`config.mk`:
```
export PLATFORM = sky130hd
export DESIGN_NAME = piso4_coef_flat
export DESIGN_NICKNAME = d
export VERILOG_FILES = /design/src/rtl/piso4_coef_if.sv /design/src/rtl/piso4_coef.sv /design/src/flat_wrapper.sv
export SDC_FILE = /design/constraint.sdc
export NUM_CORES = 1
export LEC_CHECK = 0
export BUFFER_PORTS_ARGS = -buffer_cell sky130_fd_sc_hd__buf_2
export CAP_MARGIN = 40
export CELL_PAD_IN_SITES_DETAIL_PLACEMENT = 1
export CELL_PAD_IN_SITES_GLOBAL_PLACEMENT = 1
export CORE_MARGIN = 2
export CORE_UTILIZATION = 40
export DETAILED_ROUTE_END_ITERATION = 10
export PLACE_DENSITY_LB_ADDON = 0.1
export SYNTH_ARGS = -nofsm -noshare
export SYNTH_HDL_FRONTEND = slang
export SYNTH_SLANG_ARGS = --single-unit
```
`constraint.sdc`:
```
create_clock -name clk -period 5.79 [get_ports clk]
set_input_delay 0.2895 -clock clk [delete_from_list [all_inputs] [get_ports clk]]
set_output_delay 0.2895 -clock clk [all_outputs]
set_load 0.005 [all_outputs]
```
`src/rtl/piso4_coef_if.sv`:
```
// Handshake bundle for the coefficient PISO: parallel beat in, serial coefficients out.
// Build with PISO4_COEF_LAST_EN to add the end-of-block flag slast.
interface piso4_coef_if #(
  parameter int IWID = 12,
  parameter int NW   = 4
);
  logic [IWID*NW-1:0] pdi;
  logic               pvalid;
  logic               pready;
  logic [IWID-1:0]    sdo;
  logic               svalid;
  logic               sready;
  logic               busy;
`ifdef PISO4_COEF_LAST_EN
  logic               slast;
`endif

  // The converter itself is the slave; the producer/consumer side is the master.
  modport slave (
    input  pdi, pvalid, sready,
    output pready, sdo, svalid, busy
`ifdef PISO4_COEF_LAST_EN
    , output slast
`endif
  );

  modport master (
    output pdi, pvalid, sready,
    input  pready, sdo, svalid, busy
`ifdef PISO4_COEF_LAST_EN
    , input slast
`endif
  );
endinterface

```
`src/rtl/piso4_coef.sv`:
```
// Parallel-in serial-out converter: one beat of NW coefficients out, word 0 first, with a
// one-beat holding buffer for 1 coefficient/cycle streaming. PISO4_COEF_LAST_EN adds slast.
module piso4_coef #(
  parameter int IWID = 12,
  parameter int NW   = 4,
  parameter int CNTW = 2
`ifdef PISO4_COEF_LAST_EN
  , parameter int NBEAT = 64
`endif
) (
  input logic        clk,
  input logic        rst,
  piso4_coef_if.slave bus
);
  typedef enum logic {IDLE, SHIFT} state_t;

  state_t          state_reg;
  logic [IWID-1:0] sr_reg [NW];
  logic [IWID-1:0] hb_reg [NW];
  logic            hbv_reg;
  logic [CNTW-1:0] cnt_reg;
  logic [IWID-1:0] sdo_reg;
  logic            svalid_reg;
  logic [IWID-1:0] pdi_word [NW];

  for (genvar gi = 0; gi < NW; gi++) begin : g_unpack
    assign pdi_word[gi] = bus.pdi[IWID*(NW-gi)-1 -: IWID];
  end

  logic            pfire;
  logic            sfire;
  logic            last_word;
  logic [CNTW-1:0] cnt_inc;

  assign pfire     = bus.pvalid && !hbv_reg;
  assign sfire     = svalid_reg && bus.sready;
  assign last_word = (cnt_reg == CNTW'(NW-1));
  assign cnt_inc   = cnt_reg + 1'b1;

`ifdef PISO4_COEF_LAST_EN
  localparam int BW = (NBEAT > 1) ? $clog2(NBEAT) : 1;
  logic [BW-1:0] beat_reg;
  logic [BW-1:0] beat_wrap;
  logic          slast_reg;
  logic          beat_is_last;
  logic          wrap_is_last;

  assign beat_wrap    = (beat_reg == BW'(NBEAT-1)) ? '0 : beat_reg + 1'b1;
  assign beat_is_last = (beat_reg == BW'(NBEAT-1));
  assign wrap_is_last = (beat_wrap == BW'(NBEAT-1));
  assign bus.slast    = slast_reg;
`endif

  always_ff @(posedge clk) begin
    if (rst) begin
      state_reg  <= IDLE;
      hbv_reg    <= 1'b0;
      cnt_reg    <= '0;
      sdo_reg    <= '0;
      svalid_reg <= 1'b0;
      for (int i = 0; i < NW; i++) begin
        sr_reg[i] <= '0;
        hb_reg[i] <= '0;
      end
`ifdef PISO4_COEF_LAST_EN
      beat_reg  <= '0;
      slast_reg <= 1'b0;
`endif
    end else begin
      case (state_reg)
        IDLE: begin
          if (pfire) begin
            for (int i = 0; i < NW; i++) sr_reg[i] <= pdi_word[i];
            cnt_reg    <= '0;
            sdo_reg    <= pdi_word[0];
            svalid_reg <= 1'b1;
            state_reg  <= SHIFT;
`ifdef PISO4_COEF_LAST_EN
            slast_reg  <= (NW == 1) && beat_is_last;
`endif
          end
        end
        SHIFT: begin
          if (sfire && !last_word) begin
            cnt_reg <= cnt_inc;
            sdo_reg <= sr_reg[cnt_inc];
`ifdef PISO4_COEF_LAST_EN
            slast_reg <= (cnt_inc == CNTW'(NW-1)) && beat_is_last;
`endif
          end else if (sfire) begin
`ifdef PISO4_COEF_LAST_EN
            beat_reg  <= beat_wrap;
            slast_reg <= (NW == 1) && wrap_is_last;
`endif
            // Last word leaving: refill from the buffer first, else bypass a fresh beat.
            if (hbv_reg) begin
              for (int i = 0; i < NW; i++) sr_reg[i] <= hb_reg[i];
              hbv_reg <= 1'b0;
              cnt_reg <= '0;
              sdo_reg <= hb_reg[0];
            end else if (pfire) begin
              for (int i = 0; i < NW; i++) sr_reg[i] <= pdi_word[i];
              cnt_reg <= '0;
              sdo_reg <= pdi_word[0];
            end else begin
              svalid_reg <= 1'b0;
              state_reg  <= IDLE;
`ifdef PISO4_COEF_LAST_EN
              slast_reg  <= 1'b0;
`endif
            end
          end
          // A beat arriving while the shifter is busy parks in the holding buffer.
          if (pfire && !(sfire && last_word)) begin
            for (int i = 0; i < NW; i++) hb_reg[i] <= pdi_word[i];
            hbv_reg <= 1'b1;
          end
        end
        default: state_reg <= IDLE;
      endcase
    end
  end

  assign bus.pready = !hbv_reg;
  assign bus.sdo    = sdo_reg;
  assign bus.svalid = svalid_reg;
  assign bus.busy   = (state_reg == SHIFT) || hbv_reg;
endmodule

```
`src/flat_wrapper.sv`:
```
// flat-port wrapper written by rule: the top's interface ports become plain ports
module piso4_coef_flat 
#(
  parameter int IWID = 12,
  parameter int NW   = 4,
  parameter int CNTW = 2

)
  (clk, rst, bus_pdi, bus_pvalid, bus_sready, bus_pready, bus_sdo, bus_svalid, bus_busy);
  piso4_coef_if #(.IWID(IWID), .NW(NW)) bus_i ();
  input logic clk;
  input logic rst;
  input wire logic [$bits(bus_i.pdi)-1:0] bus_pdi;
  input wire logic [$bits(bus_i.pvalid)-1:0] bus_pvalid;
  input wire logic [$bits(bus_i.sready)-1:0] bus_sready;
  output wire logic [$bits(bus_i.pready)-1:0] bus_pready;
  output wire logic [$bits(bus_i.sdo)-1:0] bus_sdo;
  output wire logic [$bits(bus_i.svalid)-1:0] bus_svalid;
  output wire logic [$bits(bus_i.busy)-1:0] bus_busy;
  assign bus_i.pdi = bus_pdi;
  assign bus_i.pvalid = bus_pvalid;
  assign bus_i.sready = bus_sready;
  assign bus_pready = bus_i.pready;
  assign bus_sdo = bus_i.sdo;
  assign bus_svalid = bus_i.svalid;
  assign bus_busy = bus_i.busy;
  piso4_coef #(.IWID(IWID), .NW(NW), .CNTW(CNTW)) u_core (.clk(clk), .rst(rst), .bus(bus_i));
endmodule
```
==> impl_metrics.tcl, run 1 <==
set metrics [dict create \
    setup_violations 0 \
    synth_top_area_cell "edfxtp_1" \
    grt_max_degree 38 \
    status "completed" \
    post-cts-setup-buffers 0 \
    synth-seq-area-share_pct 60.68 \
    cts.repair.resized 0 \
    synth_cell_types 43 \
    clk_pin_slew_ns 0.05 \
    core-area_um2 13090 \
    ff_latch_area_um2 3223 \
    hold_viol_final 0 \
    maxCapViolCount 0 \
    powerDensity_nw_per_um2 330.9 \
    drt_iter0_drc 140 \
    synth_top_area_share_pct 54.28 \
    timing.final.crit_share_pct 43.94 \
    start_util_pct 40.59 \
    n_antenna_cell 0 \
    cp.required_ns 5.84 \
    cts_hold_buffers 0 \
    placed_cells 623 \
    cts_buffer_depth 2 \
    netlist_top_cells_area "edfxtp_1 54%, dfxtp_1 6.4%, a22o_1 6.1%, and2_1 5.7%, mux2i_1 5.3%" \
    cp_num_buf_inv 1 \
    num-nets-final 519 \
    ios 67 \
    tns_ns 0 \
    hold_path.class "in -> reg" \
    crit_fanout 34 \
    syn_nets 459 \
    drc 0 \
    pre_cts_slack_ns 3.220 \
    dp_hpwl_um 8895 \
    rsz0062_at_grt "no" \
    postRouteAntennaNets 0 \
    synth_edf_count 96 \
    dr_total_vias 3540 \
    root_buffer "clkbuf_16" \
    fin_ws_ns 3.246 \
    holdWs_ns 0.1716 \
    syn_to_final_growth_pct 18.52 \
    die_area_um2 14220 \
    crit_chain "ha_1, and3_1, nand3b_1, nand2b_2, buf_4" \
    ys_warn_count 0 \
    synthFlopType "edfxtp_1" \
    io_buffers 66 \
    critical_path.top_delay_family "simple AND/OR/NAND/NOR gates" \
    gr-total-overflow 0 \
    synthesis.area_um2 5311 \
    drive_gt1_share_pct 25.94 \
    avgSynthCellArea_um2 13.08 \
    multi_input_comb_area_um2 1913 \
    crit_path_top_delay_cell "buf_4" \
    syn_inst 406 \
    fmax_mhz 393.1 \
    drt_wl_total_um 13360 \
    path_class "reg -> reg" \
    final_cells 654 \
    worst_pin_slew_ns 0.7113 \
    cp-end-kind "flop" \
    insertion_delay_ns 0.42 \
    tritoncts "yes" \
    ys_ff_latch 113 \
    first_pass_iters 4 \
    crit-reg2reg-launch "u_core.cnt_reg[0]" \
    vias_per_cell 5.413 \
    crit_path_start_kind "flop" \
    leakage_nw 2.477 \
    ir_drop_mv 0.1955 \
    min_period_ns 2.544 \
    htree_levels 4 \
    grtUsageTotal_pct 20.25 \
    rows 42 \
    max_stage_delay_ns 0.49 \
    clock_skew_ns 0.007085 \
    grt_pass1_wl_um 21450 \
    grt_pass1_vias 3746 \
    slew_viol_final 0 \
    startpoint "u_core.cnt_reg[0]" \
    max-slew-margin-rel_pct 52.58 \
    die_x_um 119.2 \
    clock_sinks 113 \
    async_flop_share_pct 0 \
    wire_per_inst_um 20.42 \
    min-delay-start "bus_pdi[31]" \
    antenna_found_initial 0 \
    gp_congestion 0.7524 \
    die_h_um 119.2 \
    crit_arrival_ns 2.59 \
    fillCellCount 1367 \
    numCtsBuffers 17 \
]
==> power by group <==
group | leakage [nW] | total, W | switching, W | internal, W
sequential | 1.16 | 0.000986 | 0.0000320 | 0.000954
combinational | 1.06 | 0.000182 | 0.000107 | 0.0000754
clock | 0.250 | 0.000914 | 0.000344 | 0.000570
total | 2.48 | 0.00208 | 0.000483 | 0.00160
==> cells in the mapped netlist (2+ instances only) <==
master	number
edfxtp_1	96
buf_6	4
clkbuf_1	9
and2b_1	2
nor2_2	4
nor2_1	20
a221oi_1	4
nand2_1	19
a31o_2	6
nand3_1	9
o2bb2ai_1	11
a22oi_1	8
mux2_2	8
a211oi_1	4
or3_1	2
buf_4	3
nand3b_1	2
o21ai_0	2
nor3_1	2
a22o_1	37
a31o_1	2
buf_2	13
dfxtp_1	17
nand2b_1	5
and2_1	48
inv_1	2
or2_2	4
a21oi_1	16
mux2i_1	28
and3_1	3
mux4_2	4
==> through the flow <==
step | area, µm² | total power, W | utilization, %
3_5_place_dp | 5787 | 0.001185 | 44.22
6_report | 6295 | 0.002083 | 48.11
3_3_place_gp | 5719 | 0.001173 | 43.71
2_1_floorplan | 5311 | 0.001101 | -
4_1_cts | 6295 | 0.002102 | 48.11
5_1_grt | 6295 | 0.002164 | 48.11
==> worst reg2reg max path: stages, from the launching register on <==
cell      delay [ns]
dfxtp_1         0.42
ha_1            0.37
and3_1          0.24
nand3b_1        0.25
nand2b_2        0.37
buf_4           0.50
==> routing by layer <==
| layer | wire (µm) | vias to the layer above | global-route usage [%] | part of all wire [%] |
|---|---|---|---|---|
| met3 | 620 | 18 | 4.789 | 4.6 |
| met2 | 6170 | 94 | 30.71 | 46 |
| met4 | 218 | 0 | 7.589 | 1.6 |
| met1 | 6347 | 1762 | 28.26 | 48 |
| li1 | - | 1666 | - | - |
| met5 | 0 | - | 0 | 0 |
==> final timing paths <==
| kind | slack, ns | endpoint | cells after the start |
|---|---|---|---|
| hold / removal | 0.17 | u_core.hb_reg[0][19] | 2 |
| setup reg to reg | 3.25 | u_core.hb_reg[0][44] | 5 |
| hold reg to reg | 0.48 | u_core.cnt_reg[1] | 2 |
| setup / recovery | 3.25 | u_core.hb_reg[0][44] | 5 |
==> kinds of logic (layout without fill, tap and decap cells) <==
| group | after synthesis | count (layout) | synth area share (%) |
|---|---|---|---|
| flip-flops | 113 | 113 | 60.68 |
| AO/OA/AOI/OAI | 92 | 92 | 13.50 |
| AND/OR/NAND/NOR | 126 | 126 | 13.38 |
| adder cells (fa/ha/maj) | 1 | 1 | 0.2355 |
| multiplexers | 40 | 40 | 8.669 |
| buffers and inverters | 34 | 106 | 3.533 |
==> layout by cell type, fill, tap and decap left out, drive strengths merged <==
cell and count:
a22oi 8, mux4 4, a211oi 4, a21oi 16, nor2 24, a22o 37
clkbuf 19, o22ai 1, a221oi 4, nor3 2, mux2 8, or3 2
o21ai 3, inv 4, or3b 1, edfxtp 96, or2b 1, nand4 1
ha 1, and2b 2, and2 48, mux2i 28, nor4 1, nand2 19
nand3 10, or2 4, clkinv 11, o2bb2ai 11, a31o 8, and3 3
nor3b 1, nand3b 2, dfxtp 17, bufinv 1, buf 71, nand2b 5
==> layout make-up <==
cell class / instances / area share (%)
repair buffers: 71 / 6.559
well taps: 176 / 3.498
clock inverters: 12 / 1.193
multi-input cells: 259 / 30.39
inverters: 4 / 0.2783
clock buffers: 19 / 6.877
flip-flops and latches: 113 / 51.20
Note: power is estimated with default switching activity, not from simulation.
==> run 2: changes to the inputs <==
==> constraint.sdc (replaced) <==
create_clock -name clk -period 2.1 [get_ports clk]
set_input_delay 0.105 -clock clk [delete_from_list [all_inputs] [get_ports clk]]
set_output_delay 0.105 -clock clk [all_outputs]
set_load 0.005 [all_outputs]
==> impl_metrics.tcl, run 2 (synthesis results as in run 1) <==
set metrics [dict create \
    vias_per_cell 5.225 \
    tritoncts "yes" \
    total_power_w 0.006134 \
    drc 0 \
    placed_area_um2 5937 \
    max-slew-margin-rel_pct 64.03 \
    slew_viol_final 0 \
    root_buffer "clkbuf_16" \
    cts_hold_buffers 37 \
    crit_fanout 8 \
    min_period_ns 1.903 \
    dp_hpwl_um 8864 \
    crit_path_top_delay_cell "a221oi_1" \
    fin_area_um2 6884 \
    hold_viol_final 0 \
    wire_per_inst_um 19.22 \
    powerDensity_nw_per_um2 891.0 \
    post-cts-setup-buffers 0 \
    rsz0062_at_grt "no" \
    crit_arrival_ns 2.19 \
    num-nets-final 571 \
    grt_max_degree 49 \
    grt_pass1_vias 3910 \
    gp_congestion 0.7876 \
    setup_violations 0 \
    max_stage_delay_ns 0.43 \
    clock_sinks 113 \
    n_antenna_cell 0 \
    drive_gt1_share_pct 27.68 \
    io_buffers 66 \
    start_util_pct 40.59 \
    drt_wl_total_um 13590 \
    insertion_delay_ns 0.42 \
    first_pass_iters 4 \
    die_area_um2 14220 \
    clock_skew_ns 0.007646 \
    final_cells 707 \
    ir_drop_mv 0.4169 \
    cp-end-kind "flop" \
    postRouteAntennaNets 0 \
    ios 67 \
    grt_pass1_wl_um 22130 \
    cts.repair.resized 0 \
    maxCapViolCount 0 \
    clk_pin_slew_ns 0.05 \
    hold_path.class "in -> reg" \
    timing.final.crit_share_pct 90.62 \
    core-area_um2 13090 \
    placed_cells 638 \
    syn_to_final_growth_pct 29.61 \
    leakage_nw 2.751 \
    cp.required_ns 2.38 \
    die_h_um 119.2 \
    grtUsageTotal_pct 20.65 \
    dr_total_vias 3694 \
    htree_levels 4 \
    cts_buffer_depth 2 \
    antenna_found_initial 0 \
    crit_path_start_kind "flop" \
    tns_ns 0 \
    fmax_mhz 525.5 \
    worst_pin_slew_ns 0.5376 \
    path_class "reg -> reg" \
    die_x_um 119.2 \
    numCtsBuffers 17 \
    gr-total-overflow 0 \
    rows 42 \
    final_cell_mix "96 x edfxtp_1, 66 x buf_2, 48 x and2_1, 37 x a22o_1, 37 x dlygate4sd3_1" \
    layout_commonest_cell "edfxtp_1" \
    crit_chain "ha_1, nand3b_1, and3_1, a221oi_1, a211oi_1" \
    fillCellCount 1331 \
    status "completed" \
    drt_iter0_drc 131 \
]
[run 2: final timing paths]
| path | startpoint | to | slack [ns] | cells past startpoint |
|---|---|---|---|---|
| setup / recovery | u_core.cnt_reg[0] | u_core.bus.sdo[8] | 0.20 | 5 |
| hold / removal | bus_pdi[45] | u_core.hb_reg[0][9] | 0.03 | 2 |
| setup reg to reg | u_core.cnt_reg[0] | u_core.bus.sdo[8] | 0.20 | 5 |
| hold reg to reg | u_core.cnt_reg[1] | u_core.cnt_reg[1] | 0.49 | 2 |
[run 2: layout make-up]
type	count	area (µm²)	area share (%)
Clock inverter	13	143.9	2.090
Sequential cell	113	3223	46.82
Inverter	4	17.52	0.2545
Timing Repair Buffer	123	938.4	13.63
Tap cell	176	220.2	3.199
Clock buffer	19	432.9	6.289
Multi-Input combinational cell	259	1908	27.72
[run 2: per-stage QoR]
stage | setup WS (ns) | hold WS (ns) | utilization (%)
floorplan | 0.1335 | 0.2994 | -
global placement | 0.3240 | 0.3998 | 45.37
detailed placement | 0.2299 | 0.4074 | 45.37
CTS | 0.1989 | 0.0007100 | 52.61
global route | 0.1132 | 0.01139 | 52.61
finish | 0.1970 | 0.02538 | 52.61
[run 2: metal layers]
layer | routed length (µm) | track usage [%]
met3 | 498 | 4.646
met5 | 0 | 0
met2 | 6172 | 31.43
met4 | 315 | 9.375
met1 | 6602 | 28.21
[run 2: worst max-delay path, delay by kind of cell, from the launching register on]
kind	cells	cell delay (ns)
and+or+nand+nor	2	0.60
AOI/OAI and AO/OA	2	0.56
DFF	1	0.32
adders and majority gates	1	0.30
[run 2: where the power goes]
| group | switching [W] | internal [W] |
|---|---|---|
| Combinational | 0.000313 | 0.000284 |
| Sequential | 0.0000783 | 0.00263 |
| Clock | 0.000992 | 0.00184 |
==> run 3: changes to the inputs <==
--- a/config.mk
+++ b/config.mk
@@ -12,7 +12,7 @@
 export CORE_MARGIN = 2
 export CORE_UTILIZATION = 40
 export DETAILED_ROUTE_END_ITERATION = 10
-export PLACE_DENSITY_LB_ADDON = 0.1
+export PLACE_DENSITY = 0.72
 export SYNTH_ARGS = -nofsm -noshare
 export SYNTH_HDL_FRONTEND = slang
 export SYNTH_SLANG_ARGS = --single-unit
==> impl_metrics.tcl, run 3 (synthesis results as in run 1) <==
set metrics [dict create \
    powerDensity_nw_per_um2 908.2 \
    first_pass_iters 5 \
    leakage_nw 2.786 \
    die_area_um2 14220 \
    comb_power_share_pct 9.8 \
    hold_path.class "in -> reg" \
    drive_gt1_share_pct 28.41 \
    vias_per_cell 5.470 \
    timing.final.crit_share_pct 90.29 \
    grt_pass1_vias 4185 \
    max-slew-margin-rel_pct 56.80 \
    clk_pin_slew_ns 0.05 \
    path_class "reg -> reg" \
    die_h_um 119.2 \
    cts_hold_buffers 35 \
    dp_hpwl_um 9519 \
    crit_path_top_delay_cell "dfxtp_1" \
    maxCapViolCount 0 \
    cts.repair.resized 0 \
    htree_levels 4 \
    clock_skew_ns 0.008220 \
    grtUsageTotal_pct 21.57 \
    p_int_w 0.004877 \
    numCtsBuffers 17 \
    wire_per_inst_um 20.21 \
    placed_area_um2 5969 \
    fin_area_um2 6919 \
    slew_viol_final 0 \
    hold_viol_final 0 \
    antenna_found_initial 0 \
    drc 0 \
    min_period_ns 1.896 \
    status "completed" \
    tns_ns 0 \
    root_buffer "clkbuf_16" \
    p_seq_share_pct 43.1 \
    core-area_um2 13090 \
    grt_max_degree 39 \
    num-nets-final 575 \
    cp.required_ns 2.27 \
    fmax_mhz 527.4 \
    rows 42 \
    drt_iter0_drc 305 \
    die_x_um 119.2 \
    worst_pin_slew_ns 0.6452 \
    drt_wl_total_um 14370 \
    postRouteAntennaNets 0 \
    io_buffers 66 \
    setup_violations 0 \
    cts_buffer_depth 2 \
    switching_power_w 0.001407 \
    clock_sinks 113 \
    gr-total-overflow 0 \
    ir_drop_mv 0.6307 \
    crit_chain "ha_1, and3_1, o21ai_1, nor2_4, buf_4, a22o_1" \
    gp_congestion 0.7819 \
    final_cell_mix "96 x edfxtp_1, 66 x buf_2, 48 x and2_1, 37 x a22o_1, 35 x dlygate4sd3_1" \
    tritoncts "yes" \
    start_util_pct 40.59 \
    cp-end-kind "flop" \
    ios 67 \
    p_sw_share_pct 22.38 \
    n_antenna_cell 0 \
    dr_total_vias 3889 \
    insertion_delay_ns 0.42 \
    syn_to_final_growth_pct 30.27 \
    layout_commonest_cell "edfxtp_1" \
    grt_pass1_wl_um 22770 \
    crit_fanout 19 \
    crit_arrival_ns 2.07 \
    rsz0062_at_grt "no" \
    power.share.clock_pct 47.1 \
    crit_path_start_kind "flop" \
    post-cts-setup-buffers 0 \
    max_stage_delay_ns 0.31 \
]
## run 3: critical path: cells and delay by family, from the launching register on
kind            cells  cell delay, ns
flops               1            0.31
compound gates      2            0.46
simple gates        2            0.32
buf+inv             1            0.24
fa+ha+maj           1            0.30
## run 3: final timing paths
kind | start | to | slack [ns] | cells after the start
worst max-delay path | u_core.cnt_reg[0] | u_core.sr_reg[2][5] | 0.20 | 6
worst min register to register | u_core.cnt_reg[1] | u_core.cnt_reg[1] | 0.50 | 2
worst max register to register | u_core.cnt_reg[0] | u_core.sr_reg[2][5] | 0.20 | 6
worst min-delay path | bus_pdi[44] | u_core.sr_reg[0][8] | 0.01 | 2
## run 3: area by class of cell
class | instances | area (µm²)
Sequential cell | 113 | 3223
Clock inverter | 13 | 166.4
Multi-Input combinational cell | 259 | 1908
Tap cell | 176 | 220.2
Inverter | 4 | 17.52
Timing Repair Buffer | 127 | 950.9
Clock buffer | 19 | 432.9
Fill cell | 1356 | 6166
## run 3: power by group through the flow
stage / Sequential (W) / Clock, W / Combinational (W)
4_1_cts: 0.00271 / 0.00299 / 0.000617
5_1_grt: 0.00272 / 0.00309 / 0.000668
2_1_floorplan: 0.00272 / 0 / 0.000318
6_report: 0.00271 / 0.00296 / 0.000613
3_5_place_dp: 0.00275 / 0 / 0.000562
3_3_place_gp: 0.00274 / 0 / 0.000539
## run 3: metal layers
metal | track usage [%] | share of wire [%] | vias up
met5 | 0 | 0 | -
li1 | - | - | 1783
met4 | 9.896 | 2.4 | 0
met1 | 24.53 | 41 | 1965
met3 | 6.274 | 4.4 | 27
met2 | 37.39 | 53 | 114
## run 3: stage by stage
stage	instances	util, %	power (W)	hold WS, ns	worst slack (ns)
floorplan	406	-	0.003034	0.2994	0.1335
global placement	644	45.62	0.003277	0.3999	0.3479
detailed placement	644	45.62	0.003312	0.4052	0.2162
CTS	711	52.88	0.006310	0.0003160	0.2067
global route	711	52.88	0.006481	0.004048	0.1057
finish	711	52.88	0.006284	0.01483	0.2038
